### src/rtl/frame_addr_gen.sv
// Multi-buffer frame address generator: walks a byte address through NUM_BUFS frame buffers.
// Define FRAME_ADDR_GEN_READ_LOCK_EN to skip the buffer currently held by the reader.
module frame_addr_gen #(
    parameter int unsigned       ADDR_W     = 32,
    parameter int unsigned       NUM_BUFS   = 4,
    parameter logic [ADDR_W-1:0] BASE_ADDR  = 32'h0F80_0000,
    parameter logic [ADDR_W-1:0] BUF_STRIDE = 32'h0040_0000,
    parameter int unsigned       STEP       = 4,
    parameter int unsigned       IDX_W      = $clog2(NUM_BUFS)
) (
    input  logic              sys_clk,
    input  logic              sys_rst_n,
    input  logic              increment,
    input  logic              switch,
    input  logic              rd_lock,
    input  logic [IDX_W-1:0]  rd_idx,
    output logic [ADDR_W-1:0] addr,
    output logic [IDX_W-1:0]  buf_idx,
    output logic              done_valid,
    output logic [IDX_W-1:0]  done_idx,
    output logic              done_ovf,
    output logic [15:0]       frame_cnt
);

    localparam int unsigned     OFF_W      = $clog2(BUF_STRIDE) + 1;
    localparam logic [ADDR_W:0] STRIDE_EXT = {1'b0, BUF_STRIDE};
    localparam logic [ADDR_W:0] STEP_EXT   = (ADDR_W+1)'(STEP);
    localparam logic [IDX_W-1:0] LAST_IDX  = IDX_W'(NUM_BUFS - 1);

    logic [ADDR_W-1:0] addr_q, addr_d;
    logic [IDX_W-1:0]  buf_idx_q, buf_idx_d;
    logic [OFF_W-1:0]  off_q, off_d;
    logic              ovf_q, ovf_d;
    logic              done_valid_q, done_valid_d;
    logic [IDX_W-1:0]  done_idx_q, done_idx_d;
    logic              done_ovf_q, done_ovf_d;
    logic [15:0]       frame_cnt_q, frame_cnt_d;

    logic [IDX_W-1:0]  nxt_idx;
    logic [ADDR_W:0]   off_inc;
    logic              inc_fits;

    function automatic logic [IDX_W-1:0] idx_inc(input logic [IDX_W-1:0] i);
        if (i == LAST_IDX) begin
            return '0;
        end
        return i + IDX_W'(1);
    endfunction

    function automatic logic [ADDR_W-1:0] buf_base(input logic [IDX_W-1:0] i);
        return BASE_ADDR + ADDR_W'(i) * BUF_STRIDE;
    endfunction

    // Offset math is done one bit wider than the address so the limit test cannot wrap.
    assign off_inc  = (ADDR_W+1)'(off_q) + STEP_EXT;
    assign inc_fits = (off_inc < STRIDE_EXT);

    always_comb begin
        nxt_idx = idx_inc(buf_idx_q);
`ifdef FRAME_ADDR_GEN_READ_LOCK_EN
        // NUM_BUFS >= 3 guarantees the second hop never lands back on the current buffer.
        if (rd_lock && (nxt_idx == rd_idx)) begin
            nxt_idx = idx_inc(nxt_idx);
        end
`endif
    end

`ifndef FRAME_ADDR_GEN_READ_LOCK_EN
    logic unused_rd;
    assign unused_rd = ^{rd_lock, rd_idx};
`endif

    always_comb begin
        addr_d       = addr_q;
        buf_idx_d    = buf_idx_q;
        off_d        = off_q;
        ovf_d        = ovf_q;
        done_valid_d = 1'b0;
        done_idx_d   = done_idx_q;
        done_ovf_d   = done_ovf_q;
        frame_cnt_d  = frame_cnt_q;

        if (switch) begin
            // A same-cycle increment is dropped but its overflow still marks the frame.
            buf_idx_d    = nxt_idx;
            off_d        = '0;
            addr_d       = buf_base(nxt_idx);
            done_valid_d = 1'b1;
            done_idx_d   = buf_idx_q;
            done_ovf_d   = ovf_q | (increment & ~inc_fits);
            ovf_d        = 1'b0;
            frame_cnt_d  = frame_cnt_q + 16'd1;
        end else if (increment) begin
            if (inc_fits) begin
                off_d  = OFF_W'(off_inc);
                addr_d = addr_q + ADDR_W'(STEP);
            end else begin
                ovf_d = 1'b1;
            end
        end
    end

    always_ff @(posedge sys_clk or negedge sys_rst_n) begin
        if (!sys_rst_n) begin
            addr_q       <= BASE_ADDR;
            buf_idx_q    <= '0;
            off_q        <= '0;
            ovf_q        <= 1'b0;
            done_valid_q <= 1'b0;
            done_idx_q   <= LAST_IDX;
            done_ovf_q   <= 1'b0;
            frame_cnt_q  <= '0;
        end else begin
            addr_q       <= addr_d;
            buf_idx_q    <= buf_idx_d;
            off_q        <= off_d;
            ovf_q        <= ovf_d;
            done_valid_q <= done_valid_d;
            done_idx_q   <= done_idx_d;
            done_ovf_q   <= done_ovf_d;
            frame_cnt_q  <= frame_cnt_d;
        end
    end

    assign addr       = addr_q;
    assign buf_idx    = buf_idx_q;
    assign done_valid = done_valid_q;
    assign done_idx   = done_idx_q;
    assign done_ovf   = done_ovf_q;
    assign frame_cnt  = frame_cnt_q;

endmodule

### config.mk
export PLATFORM = sky130hd
export DESIGN_NAME = frame_addr_gen
export DESIGN_NICKNAME = d
export VERILOG_FILES = /design/src/rtl/frame_addr_gen.sv
export SDC_FILE = /design/constraint.sdc
export NUM_CORES = 1
export LEC_CHECK = 0
export BUFFER_PORTS_ARGS = -buffer_cell sky130_fd_sc_hd__clkbuf_2
export CORE_ASPECT_RATIO = 1.4
export CORE_MARGIN = 2
export CORE_UTILIZATION = 51
export CTS_CLUSTER_DIAMETER = 30
export DETAILED_ROUTE_END_ITERATION = 6
export PLACE_DENSITY = 0.76
export RECOVER_POWER = 25
export SETUP_SLACK_MARGIN = 0.1
export SLEW_MARGIN = 15
export SYNTH_ARGS = -nofsm -noshare
export SYNTH_HDL_FRONTEND = slang
export SYNTH_SLANG_ARGS = --single-unit
### constraint.sdc
create_clock -name sys_clk -period 2.8 [get_ports sys_clk]
set_input_delay 0.28 -clock sys_clk [delete_from_list [all_inputs] [get_ports sys_clk]]
set_output_delay 0.28 -clock sys_clk [all_outputs]
set_load 0.05 [all_outputs]
==> reports/metrics.cfg <==
[power_and_ir_drop]
power_frac_seq_pct = 42.9
ir_worst_vdd_uv = 481
p_sw_w = 0.00125
sw_frac_of_total_pct = 38.5
pwr-share-clk_pct = 26.3
leakage_nw = 1.92
p_comb_share_pct = 30.7
p_int_w = 0.00199
powerDensity_nw_per_um2 = 724

[global_route]
grt.total_usage_pct = 19.8
grt_max_degree = 75
antenna_found_initial = 0
grt_pass1_wl_um = 13000
grt-ovfl-total = 0
grt_pass1_vias = 2796

[clock_network]
path_clk_slew_ns = 0.08
cts_max_level = 3
insertion_delay_ns = 0.35
cts_made_buffers = 9
cts_max_path_buffers = 2
clkSinkCount = 74
cts-root-buf = clkbuf_8
post-cts-setup-buffers = 0
cts_tree = yes

[critical_path]
cpPeakStageDelay_ns = 0.62
crit_buf_inv = 0
cp-end-kind = register
reg2reg_from = off_q[7]
critPathMaxFanout = 11
crit_path_start_kind = register
worstPathArrival_ns = 2.93
crit_required_ns = 3.08
crit_path_cell_trace = nand4_2, or4_1, or4b_4, a2111oi_1, xor2_1, o21a_1
crit_type = reg -> reg
cp_slowest_cell = or4b_4
crit_family = simple AND/OR/NAND/NOR gates
cp-startpoint = off_q[7]

[sta]
max_freq_mhz = 378
finClkSkew_ns = 0.0104
finalCritPeriodShare_pct = 94.6
tightest_slew_ns = 1.76
fin_ws_ns = 0.151
finalHoldViolations = 0
drv_slew = 75
setup_violations = 0
relSlewSlack_pct = -17.6
timing.setup.tns_ns = 0
rsz0062_at_grt = true
fin_crit_ns = 2.65
whs_ns = 0.259

[cells_and_area]
layout-drive-gt1-share_pct = 28.0
area_growth_pct = 17.7
nets = 449
final_util_pct = 61.5
final_cells = 540
n_antenna_cell = 0

[yosys]
yosys_warnings = 0
async_flop_share_pct = 100
synth_cells = 374
synthesis.area_um2 = 3800
syn-mean-instance-area_um2 = 10.2
synth_ff_type = dfrtp_1
synth_seq_cells = 74
yosys.cell_count.top_type = dfrtp_1
ys_seq_area_share_pct = 49.0
synth_common_cells = dfrtp_1 (67), nor2_1 (52), xnor2_1 (50)
yosysTopAreaCellShare_pct = 44.1
yosys-top-cells-area = dfrtp_1 (44%), xnor2_1 (12%), nor2_1 (5.1%), dfstp_2 (4.8%), nand2_1 (3.4%)
synth_top_area_cell = dfrtp_1
synth_cell_types = 39
synth_edf_count = 0

[place]
post-place-ws_ns = 0.110
numPortBuffers = 55
place.gp.congestion = 0.780
hpwl_um = 5180
dp.cells = 523

[routing]
drtIter0Drc = 181
route.detailed.drc = 0
via_count = 2861
drt_first_pass_iters = 4
wl_um = 7490
ant_nets = 0
wl_per_cell_um = 13.9
via_per_inst = 5.30

[min_path]
hp-class = in -> reg
min_from = increment

[outcome]
status = complete, but fails checks
violations = max-capacitance violations, max-slew violations

[die]
die_y_um = 106
dieArea_um2 = 8170
ios = 61
rows = 37
initial_core_util_pct = 52.3
die_w_um = 77.0
core_area_um2 = 7270

[job]
cap_violations = 1

-- through the flow --
stage / total power [W] / cell area [um^2]
after CTS: 0.00327 / 4480
after global routing: 0.00339 / 4470
after detailed placement: 0.00242 / 4260
after floorplan: 0.00216 / 3820
final: 0.00324 / 4470
after global placement: 0.00239 / 4260
-- final timing paths --
check / end / slack (ns) / cells after the start
setup / recovery: addr[23] / 0.15 / 6
hold / removal: ovf_q / 0.26 / 3
setup reg to reg: addr[23] / 0.15 / 6
hold reg to reg: frame_cnt[15] / 0.47 / 1
max in group asynchronous: addr[12] / 0.73 / 3
min in group asynchronous: frame_cnt[2] / 1.04 / 3
-- layout by cell type, fill, tap and decap left out, types with 4 or more instances in the layout --
master	count
and3_1	5
and4_1	4
xnor2_1	50
xor2_1	11
clkbuf_2	55
dfrtp_1	67
mux2_2	7
nand4_1	14
nand2_1	33
a21oi_1	22
inv_1	7
dfstp_2	7
nand3_1	19
clkbuf_8	12
a2111oi_2	5
nor3_1	4
a211oi_2	10
nor2_1	52
buf_4	16
o21a_1	5
-- per-layer routing --
metal,vias up,global-route usage [%],part of all wire (%)
li1,1398,-,-
met1,1387,25.4,45
met2,65,33.0,49
met3,11,2.97,3.7
met4,0,8.96,2.0
met5,-,0,0
-- registers in the layout, summed over array words and instances, names as in the netlist --
| signal | count |
|---|---|
| buf_idx | 2 |
| frame_cnt | 16 |
| ovf_q | 1 |
| addr | 30 |
| done_ovf | 1 |
| off_q | 21 |
| done_valid | 1 |
| done_idx | 2 |
-- area by class of cell --
class                           count  area [um^2]
Timing Repair Buffer               73          410
Fill cell                         613         2800
Clock buffer                       14          173
Inverter                            7         26.3
Multi-Input combinational cell    273         1850
Clock inverter                      2         35.0
Sequential cell                    74         1860
Tap cell                           97          121
-- power groups by stage --
stage / logic, W / clock network, W / registers, W
2_1_floorplan: 0.000309 / 0 / 0.00185
3_3_place_gp: 0.000984 / 0 / 0.00140
3_5_place_dp: 0.00100 / 0 / 0.00141
4_1_cts: 0.00101 / 0.000874 / 0.00139
5_1_grt: 0.00106 / 0.000920 / 0.00141
6_report: 0.000995 / 0.000853 / 0.00139
-- tightest hold or removal path: cells and delay by family --
kind                   cells  cell delay, ns
buffers and inverters      1            0.11
AO/OA/AOI/OAI              1            0.09
AND/OR/NAND/NOR            1            0.08
-- repair_timing --
action / in CTS / in global routing
pin swaps: 0 / 1
resized for setup: 1 / 1
endpoints found under the setup margin: 1 / 25
hold buffers: 1 / 0
hold endpoints to repair: 67 / 0
-- logic make-up after synthesis --
logic type,count (synthesis),synth area share [%]
AND/OR/NAND/NOR,146,18.5
flip-flops,74,49.0
XOR/XNOR,61,14.1
AO/OA/AOI/OAI,52,11.1
buffers and inverters,28,3.56
multiplexers,8,2.37
adder cells (fa/ha/maj),4,1.32
other,1,0.0987
Note: power is estimated with default switching activity, not from simulation.
